==> config.mk <==
export PLATFORM = sky130hd
export DESIGN_NAME = uart_tx
export DESIGN_NICKNAME = d
export VERILOG_FILES = /design/src/rtl/uart_tx.sv
export SDC_FILE = /design/constraint.sdc
export NUM_CORES = 1
export LEC_CHECK = 0
export ABC_AREA = 1
export BUFFER_PORTS_ARGS = -buffer_cell sky130_fd_sc_hd__buf_2
export CAP_MARGIN = 20
export CORE_MARGIN = 2
export CORE_UTILIZATION = 60
export CTS_CLUSTER_DIAMETER = 100
export DETAILED_ROUTE_END_ITERATION = 7
export PLACE_DENSITY = 0.8
export SYNTH_ARGS = -nofsm -noshare
export SYNTH_HDL_FRONTEND = slang
export SYNTH_SLANG_ARGS = --single-unit
==> constraint.sdc <==
create_clock -name clk -period 3.8 [get_ports clk]
set_input_delay 0.57 -clock clk [delete_from_list [all_inputs] [get_ports clk]]
set_output_delay 0.57 -clock clk [all_outputs]
set_load 0.02 [all_outputs]
==> src/rtl/uart_tx.sv <==
`default_nettype none
// ============================================================================
// Module      : uart_tx
// Description : 8-bit UART transmitter, start/8 data (LSB first)/stop framing.
//               Optional parity bit compiled in with macro UART_PARITY_EN.
// Revision    : 1.0 - initial release
// ============================================================================
module uart_tx #(
   parameter int CLKS_PER_BIT = 434,
   parameter int PARITY_ODD   = 0
) (
   input  logic       clk,
   input  logic       reset,
   input  logic       tx_start,
   input  logic [7:0] tx_data,
   output logic       uart_txd,
   output logic       uart_tx_busy,
   output logic       tx_done
);

   if (CLKS_PER_BIT < 2 || CLKS_PER_BIT > 65535 || PARITY_ODD < 0 || PARITY_ODD > 1) begin : g_param_check
      $error("uart_tx: CLKS_PER_BIT must be 2..65535 and PARITY_ODD 0 or 1");
   end

`ifdef UART_PARITY_EN
   typedef enum logic [2:0] {
      S_IDLE   = 3'd0,
      S_START  = 3'd1,
      S_DATA   = 3'd2,
      S_PARITY = 3'd3,
      S_STOP   = 3'd4
   } state_t;
`else
   typedef enum logic [2:0] {
      S_IDLE   = 3'd0,
      S_START  = 3'd1,
      S_DATA   = 3'd2,
      S_STOP   = 3'd4
   } state_t;
`endif

   localparam logic [15:0] C_BAUD_LAST = 16'(CLKS_PER_BIT - 1);

   state_t      state_q, state_d;
   logic [15:0] baud_q, baud_d;
   logic [2:0]  bit_idx_q, bit_idx_d;
   logic [7:0]  data_q, data_d;
   logic        txd_q, txd_d;
   logic        busy_q, busy_d;
   logic        done_q, done_d;
   logic        w_bit_end;
`ifdef UART_PARITY_EN
   logic        w_parity;
`endif

   assign w_bit_end = (baud_q == C_BAUD_LAST);
`ifdef UART_PARITY_EN
   assign w_parity  = (^data_q) ^ (PARITY_ODD != 0);
`endif

   always_comb begin
      state_d   = state_q;
      baud_d    = baud_q + 16'd1;
      bit_idx_d = bit_idx_q;
      data_d    = data_q;
      done_d    = 1'b0;

      case (state_q)
         S_IDLE: begin
            baud_d = '0;
            if (tx_start) begin
               state_d = S_START;
               data_d  = tx_data;
            end
         end
         S_START: begin
            if (w_bit_end) state_d = S_DATA;
         end
         S_DATA: begin
            if (w_bit_end) begin
               if (bit_idx_q == 3'd7) begin
                  bit_idx_d = 3'd0;
`ifdef UART_PARITY_EN
                  state_d   = S_PARITY;
`else
                  state_d   = S_STOP;
`endif
               end else begin
                  bit_idx_d = bit_idx_q + 3'd1;
               end
            end
         end
`ifdef UART_PARITY_EN
         S_PARITY: begin
            if (w_bit_end) state_d = S_STOP;
         end
`endif
         S_STOP: begin
            if (w_bit_end) begin
               state_d = S_IDLE;
               done_d  = 1'b1;
            end
         end
         default: begin
            state_d   = S_IDLE;
            bit_idx_d = 3'd0;
         end
      endcase

      // Every bit boundary, including a state change, restarts the bit timer.
      if (w_bit_end || (state_d != state_q)) baud_d = '0;

      // Line value is derived from the next state so it changes on the same
      // edge as the state register, from a single flop.
      txd_d = 1'b1;
      case (state_d)
         S_IDLE:   txd_d = 1'b1;
         S_START:  txd_d = 1'b0;
         S_DATA:   txd_d = data_d[bit_idx_d];
`ifdef UART_PARITY_EN
         S_PARITY: txd_d = w_parity;
`endif
         S_STOP:   txd_d = 1'b1;
         default:  txd_d = 1'b1;
      endcase

      busy_d = (state_d != S_IDLE);
   end

   always_ff @(posedge clk) begin
      if (reset) begin
         state_q   <= S_IDLE;
         baud_q    <= '0;
         bit_idx_q <= 3'd0;
         data_q    <= 8'd0;
         txd_q     <= 1'b1;
         busy_q    <= 1'b0;
         done_q    <= 1'b0;
      end else begin
         state_q   <= state_d;
         baud_q    <= baud_d;
         bit_idx_q <= bit_idx_d;
         data_q    <= data_d;
         txd_q     <= txd_d;
         busy_q    <= busy_d;
         done_q    <= done_d;
      end
   end

   assign uart_txd     = txd_q;
   assign uart_tx_busy = busy_q;
   assign tx_done      = done_q;

endmodule
`default_nettype wire

======== After elaboration in Yosys (flattened, before gate mapping) ========
Cells that the tools add are included.
Widths: inputs -> output; s select.
cells by class
  muxes and demuxes ....................... 15
  $lt $le $gt $ge ......................... 1
  equal/unequal tests ..................... 8
  $add $sub $neg .......................... 2
  bitwise operators ....................... 1
  divide/modulo/power cells ............... 0
  shifts and indexed selects .............. 0
  reduce and logical (&&, ||, !) cells .... 6
  multipliers ............................. 0
operators with widths
  kind                   count
  $mux 3                 7
  $add 16x1->16 const B  1
  $eq 16x9->1 const B    1
  $mux 8                 2
  $pmux 3 s4             1
  $eq 3x1->1 const B     2
  $eq 3x2->1 const B     2
  $eq 3x3->1 const B     2
  $pmux 3 s2             1
  $reduce_or 3->1        2
  $lt 3x4->1 const B     1
  $add 3x1->3 const B    1
  $bmux 1 s3             1
  $logic_not 3->1        1
  $ne 3x3->1             1
  $reduce_bool 3->1      1
  $mux 1                 2
  $pmux 1 s2             1
  $reduce_or 2->1        1
  $logic_or 1x1->1       1
  $not 1->1              1
storage, ports and cells
  input port bits ......................... 11
  output and inout port bits .............. 3
  bits in latches ......................... 0
  register bits ........................... 33
  ROM bits ................................ 0
  RAM bits ................................ 0
  word-level logic and storage cells ...... 40
  memories kept ........................... 0

======== Logic depth before layout (Yosys ltp) ========
Gate-level depths: netlist of run 1.
  depth after elaboration ................. 7
  mapped depth ............................ 13
  mapped depth without buffers ............ 13

======== Least setup slack after synthesis of run 1 ========
No wires, ideal clock.
  kind .................................... flip-flop to flip-flop
  start point ............................. reg baud_q[0]
  end point ............................... reg baud_q[12]
  arrival ................................. 1563 ps
  buffers on the path ..................... 1
  required time ........................... 3672 ps
  library setup time ...................... 128 ps
  setup slack ............................. 2109 ps
  clock period less this slack ............ 1691 ps
  cell stages (with the launch flop) ...... 10
  path through ............................ dfxtp_1 -> ha_1 -> nand3_2 -> nor2_4 -> nand2_2 -> o21ai_2 -> o21ai_2 -> o211ai_4 -> buf_12 -> a21oi_4
between the ends
  longest elaborated chain between the ends .. 6
  elaborated cells on any way between the ends .. 9
  classes of those cells .................. add/sub (1); eq/ne (2); mux (4); reduce/logical (2)
RTL lines
  item                              line        source
  from (decl)                       45          logic [15:0] baud_q, baud_d;
  from (signal assigned)            141         baud_q <= baud_d;
  $eq 16x9->1                       56          assign w_bit_end = (baud_q == C_BAUD_LAST);
  $mux 3, on equally long branches  99, 77, 80
  $pmux 3 s4                        68          case (state_q)
  $ne 3x3->1                        111         if (w_bit_end || (state_d != state_q)) baud_d = '0;
  $logic_or 1x1->1                  111
  $reduce_or 3->1 (no source line)  --
Several ways; a longest one is shown, not always the timed one.
A chain may end at the register's enable or synchronous reset.

======== Worst setup path in the final report of run 1 ========
  start point ............................. reg baud_q[0]
  end point ............................... reg baud_q[6]
The elaborated chain is that of the path after synthesis.

==> flow_metrics.tcl, run 1 <==
set metrics [dict create \
    status "completed" \
    p_int_w 0.000534 \
    synth.distinct_cells 31 \
    crit_path_end_kind "flip-flop" \
    clock.fmax_mhz 461 \
    layout-drive-gt1-share_pct 22.9 \
    syn_inst 249 \
    finalHoldViolCount 0 \
    clockRootBuffer "clkbuf_4" \
    pwr-share-clk_pct 40.2 \
    syn-cell-area_um2 1860 \
    reg2reg_from "baud_q[0]" \
    fin_setup_tns_ps 0 \
    die_w_um 59.6 \
    cts_tree "yes" \
    grt_use_total_pct 20.7 \
    io_pins 14 \
    final_cells 299 \
    grt_max_degree 19 \
    seq_power_share_pct 51.8 \
    layout.nets 280 \
    syn-num-nets 264 \
    crit_arrival_ps 2370 \
    clk_latency_ps 340 \
    finalHoldWorstSlack_ps 492 \
    period_share_pct 57.1 \
    ir_worst_vdd_mv 0.214 \
    drt-total-wl_um 3370 \
    hp-start "tx_data[7]" \
    fin_worst_skew_ps 9.23 \
    setup_violations 0 \
    ys_seq_area_share_pct 35.6 \
    hold_path_class "input pin to flip-flop" \
    post_cts_buffers 0 \
    grt_pass1_wl_um 5540 \
    place.detailed.hpwl_um 2470 \
    wl_per_cell_um 11.3 \
    overflow 0 \
    cts-resized-gates 0 \
    regToRegEndpoint "baud_q[6]" \
    ctsHtreeMaxLevel 2 \
    finalMaxSlewViolations 0 \
    core_um2 3000 \
    die_h_um 59.6 \
    cts_made_buffers 5 \
    antenna_left 0 \
    place_inst 291 \
    rsz0062_at_grt "false" \
    area_delta_synth_final_pct 8.43 \
    tightest_slew_ps 902 \
    whs_path_depth 3 \
    yosys_warnings 0 \
    num_rows 20 \
    clock-sinks 33 \
    post_synth.cell_area_avg_um2 7.45 \
    portBuffers 13 \
    p_sw_w 0.000163 \
    ys_ff_latch 33 \
    viasPerCell 5.18 \
    cp-start-kind "flip-flop" \
    crit_fanout 16 \
    power_frac_comb_pct 8.0 \
    drc_errors 0 \
    maxCapViolations 0 \
    finalCriticalPeriod_ps 2170 \
    die_area_um2 3550 \
    slew-limit-headroom_pct 39.6 \
    ff2ff_setup_slack_ps 1630 \
    drt_first_pass_iters 4 \
    start_util_pct 61.8 \
    diodes 0 \
    reg2reg_depth 8 \
    sw_frac_of_total_pct 23.4 \
    grt_pass1_vias 1321 \
    leakage_nw 0.813 \
    drtIter0Drc 74 \
    antenna_found_initial 0 \
    holdPathEnd "data_q[7]" \
    path_clk_slew_ps 100 \
    critical_path_required_ps 4000 \
    globalplace.congestion 0.845 \
    routed-via-count 1548 \
    cts.path.max_buffers 2 \
    pwr_density_cell_nw_per_um2 346 \
    crit_type "flip-flop to flip-flop" \
    hold_buffers 0 \
]
[cells in the mapped netlist, drive strengths merged]
cell type | instances | area share [%]
buf | 3 | 1.7
clkinv | 1 | 0.27
o21ai | 13 | 3.9
ha | 4 | 2.7
o211ai | 1 | 1.1
inv | 38 | 7.7
or2 | 2 | 0.67
nor4 | 2 | 0.67
mux2i | 3 | 1.6
xor2 | 4 | 1.9
nand4 | 5 | 1.7
dfxtp | 33 | 36
nor2 | 41 | 12
a21oi | 12 | 5.7
o31ai | 1 | 0.40
nor3 | 7 | 2.7
nand3 | 28 | 8.8
nand2 | 50 | 11
clkbuf | 1 | 0.20
[flip-flops by register name, summed over array words and instances (netlist names)]
| name | flops |
|---|---|
| baud_q | 16 |
| uart_tx_busy | 1 |
| tx_done | 1 |
| uart_txd | 1 |
| state_q | 3 |
| bit_idx_q | 3 |
| data_q | 8 |
[power groups by stage]
stage	Sequential, W	Combinational, W	Clock, W
floorplan	0.000370	0.0000439	0
global placement	0.000368	0.0000548	0
detailed placement	0.000368	0.0000559	0
CTS	0.000360	0.0000562	0.000280
global route	0.000361	0.0000615	0.000297
finish	0.000360	0.0000558	0.000280
[stage by stage]
step | power [W] | setup slack, ps | utilization [%] | area, µm²
6_report | 0.000696 | 1630 | 67.0 | 2010
5_1_grt | 0.000720 | 1470 | 67.0 | 2010
4_1_cts | 0.000696 | 1600 | 67.0 | 2010
3_5_place_dp | 0.000424 | 1610 | 64.2 | 1930
3_3_place_gp | 0.000423 | 1710 | 64.2 | 1930
2_1_floorplan | 0.000414 | 2110 | - | 1860
[cell usage in the layout, fill, tap and decap left out, types with 4 or more instances in the layout]
cell type	count
nor3_1	4
buf_2	13
a21oi_1	8
nor2_4	8
ha_1	4
a21oi_4	4
o21ai_1	4
xor2_1	4
nand2_1	47
nor2_1	28
inv_1	29
nand4_1	5
dfxtp_1	33
nand3_1	25
inv_2	9
nor2_2	5
o21ai_0	7
clkbuf_4	5
[worst max-delay path by stage]
stage | from | end | slack, ps | depth (start not counted)
after floorplan | baud_q[0] | baud_q[12] | 2110 | 9
after global placement | baud_q[0] | baud_q[2] | 1710 | 8
after detailed placement | baud_q[0] | baud_q[6] | 1610 | 8
after CTS | baud_q[0] | baud_q[6] | 1600 | 8
after global routing | baud_q[0] | baud_q[2] | 1470 | 8
final | baud_q[0] | baud_q[6] | 1630 | 8
[routing by layer]
layer	GRT usage, %	wire length [µm]	up-vias
met2	31.4	1490	26
met1	28.0	1680	685
li1	-	-	831
met5	0	0	-
met4	6.98	46	0
met3	6.11	145	6
[worst max-delay path, stage by stage, from the launching register on]
cell,delay (ps)
dfxtp_1,440
ha_1,250
nand3_2,110
nor2_4,100
nand2_2,80
o21ai_2,120
o21ai_2,110
o211ai_4,730
nor3_1,80
[logic make-up (layout without fill, tap and decap cells)]
| group | count (synthesis) | count (layout) | synth area share [%] |
|---|---|---|---|
| buffers and inverters | 43 | 60 | 9.84 |
| AND/OR/NAND/NOR | 135 | 135 | 37.2 |
| XOR/XNOR | 4 | 4 | 1.89 |
| adder cells (fa/ha/maj) | 4 | 4 | 2.70 |
| flip-flops | 33 | 33 | 35.6 |
| AO/OA/AOI/OAI | 27 | 27 | 11.1 |
| multiplexers | 3 | 3 | 1.62 |
[area by class of cell]
type                       count  area, µm²
clock buffer                   7       55.1
clock inverter                 1       30.0
fill                         266        991
inverter                      39        148
multi-input combinational    173       1010
sequential                    33        661
tap                           33       41.3
timing repair buffer          13       65.1
(Power assumes the default switching activity.)
==> run 2, diff against run 1 <==
--- a/config.mk
+++ b/config.mk
@@ -9,10 +9,10 @@
 export BUFFER_PORTS_ARGS = -buffer_cell sky130_fd_sc_hd__buf_2
 export CAP_MARGIN = 20
 export CORE_MARGIN = 2
-export CORE_UTILIZATION = 60
+export CORE_UTILIZATION = 59
 export CTS_CLUSTER_DIAMETER = 100
 export DETAILED_ROUTE_END_ITERATION = 7
-export PLACE_DENSITY = 0.8
+export PLACE_DENSITY = 0.78
 export SYNTH_ARGS = -nofsm -noshare
 export SYNTH_HDL_FRONTEND = slang
 export SYNTH_SLANG_ARGS = --single-unit
==> constraint.sdc (replaced) <==
create_clock -name clk -period 2.1 [get_ports clk]
set_input_delay 0.315 -clock clk [delete_from_list [all_inputs] [get_ports clk]]
set_output_delay 0.315 -clock clk [all_outputs]
set_load 0.02 [all_outputs]
==> flow_metrics.tcl, run 2 (same netlist as run 1, synthesis figures left out) <==
set metrics [dict create \
    cts_made_buffers 5 \
    final_common_cell "nand2_1" \
    cp-start-kind "flip-flop" \
    ctsHtreeMaxLevel 2 \
    grt_use_met3_pct 5.84 \
    tightest_slew_ps 428 \
    cts.path.max_buffers 2 \
    fin_setup_tns_ps 0 \
    place_inst 308 \
    antenna_found_initial 0 \
    wl_per_cell_um 11.0 \
    portBuffers 13 \
    pwr_density_cell_nw_per_um2 557 \
    core_um2 3030 \
    diodes 0 \
    start_util_pct 61.3 \
    busiest_layer "met2" \
    drtIter0Drc 73 \
    final_cells 321 \
    finalHoldViolCount 0 \
    grt_max_degree 19 \
    overflow 0 \
    seq_power_share_pct 55.1 \
    crit_fanout 14 \
    maxCapViolations 0 \
    total_power_w 0.00118 \
    status "completed" \
    power_frac_comb_pct 10.2 \
    period_share_pct 90.5 \
    cts_tree "yes" \
    io_pins 14 \
    rsz0062_at_grt "false" \
    die_area_um2 3610 \
    cp_common_cell "nand3_1" \
    hold_path_class "input pin to flip-flop" \
    die_w_um 60.1 \
    grt_pass1_vias 1368 \
    finalMaxSlewViolations 0 \
    met2_usage_pct 32.6 \
    reg2reg_depth 11 \
    viasPerCell 4.85 \
    crit_path_end_kind "flip-flop" \
    ff2ff_setup_slack_ps 200 \
    setup_violations 0 \
    ir_worst_vdd_mv 0.405 \
    clock-sinks 33 \
    largest_register "baud_q" \
    clk_latency_ps 330 \
    final_cell_mix "nand2_1 (47), dfxtp_1 (33), inv_1 (29)" \
    postPlaceCellArea_um2 1990 \
    cp_cell_sequence "inv_1 > ha_1 > nand3_1 > nor2_2 > nand2_2 > nand3_1 > o21ai_0 > o211ai_4 > buf_12 > buf_4 > nor2_4" \
    critPathBufInv 3 \
    final_area_um2 2120 \
    critPathSlowestCell "dfxtp_1" \
    fin_worst_skew_ps 7.44 \
    drt-total-wl_um 3530 \
    path_clk_slew_ps 100 \
    pwr-share-clk_pct 34.7 \
    area_delta_synth_final_pct 14.2 \
    place.detailed.hpwl_um 2560 \
    layout-drive-gt1-share_pct 26.4 \
    crit_arrival_ps 2130 \
    crit_type "flip-flop to flip-flop" \
    clock.fmax_mhz 526 \
    drt_first_pass_iters 4 \
    hold_buffers 0 \
    globalplace.congestion 0.844 \
    hp-start "tx_data[6]" \
    critical_path_required_ps 2330 \
    p_sw_w 0.000291 \
    antenna_left 0 \
    grt_use_total_pct 21.5 \
    holdPathEnd "data_q[6]" \
    drc_errors 0 \
    regToRegEndpoint "baud_q[5]" \
    layout.nets 291 \
    num_rows 20 \
    routed-via-count 1558 \
    cpLargestDelayFamily "simple AND/OR/NAND/NOR gates" \
    sw_frac_of_total_pct 24.6 \
    whs_path_depth 3 \
    reg2reg_from "baud_q[1]" \
    top_regs "baud_q: 16 flops, data_q: 8 flops" \
    p_int_w 0.000890 \
    leakage_nw 0.874 \
    gr-usage-met1_pct 29.3 \
    die_h_um 60.1 \
    cpPeakStageDelay_ps 340 \
    slew-limit-headroom_pct 71.3 \
    grt_pass1_wl_um 5800 \
    clockRootBuffer "clkbuf_4" \
    finalCriticalPeriod_ps 1900 \
    largest_register_ff_count 16 \
]
==> run 2: cell count changes in the layout (fill, tap and decap cells not counted) <==
cell / delta
clkbuf_1: -1
clkbuf_8: +1
buf_12: +2
buf_4: +9
clkinv_2: +1
bufinv_16: -1
==> run 2: what timing repair did <==
| item | in CTS | in global routing |
|---|---|---|
| resized for setup | 0 | 0 |
| setup buffers | 0 | 5 |
| endpoints found under the setup margin | 0 | 6 |
==> run 2: routing by layer <==
layer  vias up  share of wire, %
li1        849                 -
met1       683                50
met2        22                46
met3         4               3.2
met4         0              0.82
met5         -                 0
==> run 2: layout make-up <==
class	count	area [µm²]
Inverter	39	148
Fill cell	262	910
Sequential cell	33	661
Clock buffer	7	65.1
Timing Repair Buffer	24	173
Multi-Input combinational cell	173	1010
Tap cell	44	55.1
Clock inverter	1	5.00
==> run 2: worst max path at each step <==
| stage | startpoint | to | slack [ps] | cells after the start |
|---|---|---|---|---|
| after floorplan | baud_q[0] | baud_q[12] | 410 | 9 |
| after global placement | baud_q[1] | baud_q[2] | 110 | 9 |
| after detailed placement | baud_q[1] | baud_q[2] | 20 | 9 |
| after CTS | baud_q[1] | baud_q[2] | 8 | 9 |
| after global routing | baud_q[0] | baud_q[14] | 40 | 10 |
| final | baud_q[1] | baud_q[5] | 200 | 11 |
==> run 2: worst register-to-register path, cell delays in order (launching register included) <==
cell,delay [ps]
dfxtp_1,340
inv_1,60
ha_1,200
nand3_1,100
nor2_2,150
nand2_2,110
nand3_1,120
o21ai_0,180
o211ai_4,170
buf_12,200
buf_4,150
nor2_4,30
==> run 2: through the flow <==
step / util [%] / setup WS [ps] / hold WS (ps)
after floorplan: - / 409 / 460
after global placement: 65.6 / 109 / 475
after detailed placement: 65.6 / 16.6 / 484
after CTS: 67.9 / 8.21 / 226
after global routing: 70.0 / 43.6 / 262
final: 70.0 / 199 / 243
==> run 2: power by group through the flow <==
stage               clock network, W  logic (W)  registers (W)
finish                      0.000410   0.000120       0.000651
global route                0.000442   0.000134       0.000653
CTS                         0.000421   0.000106       0.000651
detailed placement                 0   0.000106       0.000665
global placement                   0   0.000104       0.000665
floorplan                          0  0.0000794       0.000670
==> run 3, diff against run 2 <==
--- a/config.mk
+++ b/config.mk
@@ -12,7 +12,9 @@
 export CORE_UTILIZATION = 59
 export CTS_CLUSTER_DIAMETER = 100
 export DETAILED_ROUTE_END_ITERATION = 7
+export HOLD_SLACK_MARGIN = 0.12
 export PLACE_DENSITY = 0.78
+export SETUP_SLACK_MARGIN = 0.5
 export SYNTH_ARGS = -nofsm -noshare
 export SYNTH_HDL_FRONTEND = slang
 export SYNTH_SLANG_ARGS = --single-unit
==> flow_metrics.tcl, run 3 (same netlist as run 1, synthesis figures left out) <==
set metrics [dict create \
    status "completed" \
    cts.path.max_buffers 2 \
    cp_cell_sequence "inv_2 > ha_4 > nand3_1 > nor2_2 > nand2_2 > nand2_2 > nand3_4 > nand2_4 > nand2_2 > nand3_2 > nand3_1 > nand3_2 > nand2_1" \
    clock-sinks 33 \
    critPathBufInv 1 \
    final_area_um2 2460 \
    overflow 0 \
    globalplace.congestion 0.848 \
    wl_per_cell_um 13.4 \
    cp_common_cell "nand2_2" \
    fin_worst_skew_ps 10.8 \
    cts_made_buffers 5 \
    cpPeakStageDelay_ps 370 \
    hold_path_class "input pin to flip-flop" \
    fillers 180 \
    crit_path_end_kind "flip-flop" \
    slew-limit-headroom_pct 76.3 \
    crit_type "flip-flop to flip-flop" \
    place.detailed.hpwl_um 2580 \
    final_common_cell "nand2_1" \
    ctsHtreeMaxLevel 2 \
    tightest_slew_ps 352 \
    clk_latency_ps 350 \
    critical_path_required_ps 2360 \
    viasPerCell 5.23 \
    ir_worst_vdd_mv 0.477 \
    cp-start-kind "flip-flop" \
    postPlaceCellArea_um2 2000 \
    setup_violations 0 \
    diodes 0 \
    drtIter0Drc 74 \
    leakage_nw 1.03 \
    drc_errors 0 \
    antenna_found_initial 0 \
    drt_first_pass_iters 4 \
    layout-drive-gt1-share_pct 44.8 \
    cts_tree "yes" \
    fin_setup_tns_ps 0 \
    crit_fanout 6 \
    io_pins 14 \
    die_h_um 60.1 \
    pwr_density_cell_nw_per_um2 524 \
    drt-total-wl_um 4470 \
    num_rows 20 \
    clockRootBuffer "clkbuf_4" \
    critPathSlowestCell "dfxtp_4" \
    grt_max_degree 19 \
    grt_pass1_wl_um 7070 \
    layout.nets 304 \
    grt_pass1_vias 1629 \
    finalMaxSlewViolations 0 \
    grt_use_total_pct 26.6 \
    finalCriticalPeriod_ps 1710 \
    core_um2 3030 \
    rsz0062_at_grt "true" \
    area_delta_synth_final_pct 32.8 \
    crit_arrival_ps 1970 \
    start_util_pct 61.3 \
    largest_register "baud_q" \
    largest_register_ff_count 16 \
    ff2ff_setup_slack_ps 390 \
    antenna_left 0 \
    final_cell_mix "nand2_1 (37), inv_1 (25), dfxtp_1 (24)" \
    period_share_pct 81.6 \
    top_regs "baud_q: 16 flops, data_q: 8 flops" \
    routed-via-count 1747 \
    path_clk_slew_ps 110 \
    clock.fmax_mhz 583 \
    portBuffers 13 \
    die_w_um 60.1 \
    maxCapViolations 0 \
    die_area_um2 3610 \
    finalHoldViolCount 0 \
    cpLargestDelayFamily "simple AND/OR/NAND/NOR gates" \
]
## run 3: cell count changes in the layout (fill, tap and decap cells not counted), sizes merged
cell    previous run  this run
buf               24        37
bufinv             0         1
clkinv             2         1
## run 3: where the power goes
part	leakage, nW	switching (W)	internal (W)
Clock	0.0455	0.000225	0.000284
Combinational	0.707	0.0000756	0.0000547
Sequential	0.274	0.00000983	0.000642
## run 3: final timing paths
check / start / to / depth (start not counted)
setup / recovery: baud_q[1] / uart_txd / 13
hold / removal: tx_data[0] / data_q[0] / 3
hold reg to reg: baud_q[4] / baud_q[4] / 2
setup reg to reg: baud_q[1] / uart_txd / 13
## run 3: cell type report
class                           count  area (µm²)  area share [%]
Inverter                           39         148            5.99
Clock inverter                      1        30.0            1.22
Tap cell                           44        55.1            2.23
Multi-Input combinational cell    173        1230            49.8
Clock buffer                        7        55.1            2.23
Timing Repair Buffer               37         269            10.9
Sequential cell                    33         679            27.6
## run 3: what timing repair did
| item | in CTS | in global routing |
|---|---|---|
| pin swaps | 15 | 14 |
| gates resized for setup | 37 | 30 |
| hold buffers | 0 | 0 |
| buffers inserted | 11 | 7 |
| endpoints found under the setup margin | 18 | 20 |
## run 3: through the flow
step / utilization [%] / total power (W) / hold WS [ps] / setup WS, ps / instances
final: 81.4 / 0.00129 / 228 / 385 / 334
after global routing: 81.4 / 0.00134 / 225 / 273 / 334
after CTS: 76.0 / 0.00128 / 221 / 450 / 327
after detailed placement: 66.1 / 0.000772 / 448 / 55.1 / 308
after global placement: 66.1 / 0.000770 / 447 / 134 / 308
after floorplan: - / 0.000751 / 441 / 504 / 249
## run 3: layer usage
metal / track usage (%) / routed length (µm) / vias to the layer above
li1: - / - / 885
met1: 33.8 / 1950 / 816
met2: 41.0 / 2240 / 38
met3: 7.58 / 181 / 8
met4: 13.0 / 92 / 0
met5: 0 / 0 / -
## run 3: worst min-delay path: stages
cell and delay, ps:
buf_2 70, o21ai_1 80, nor2_1 80
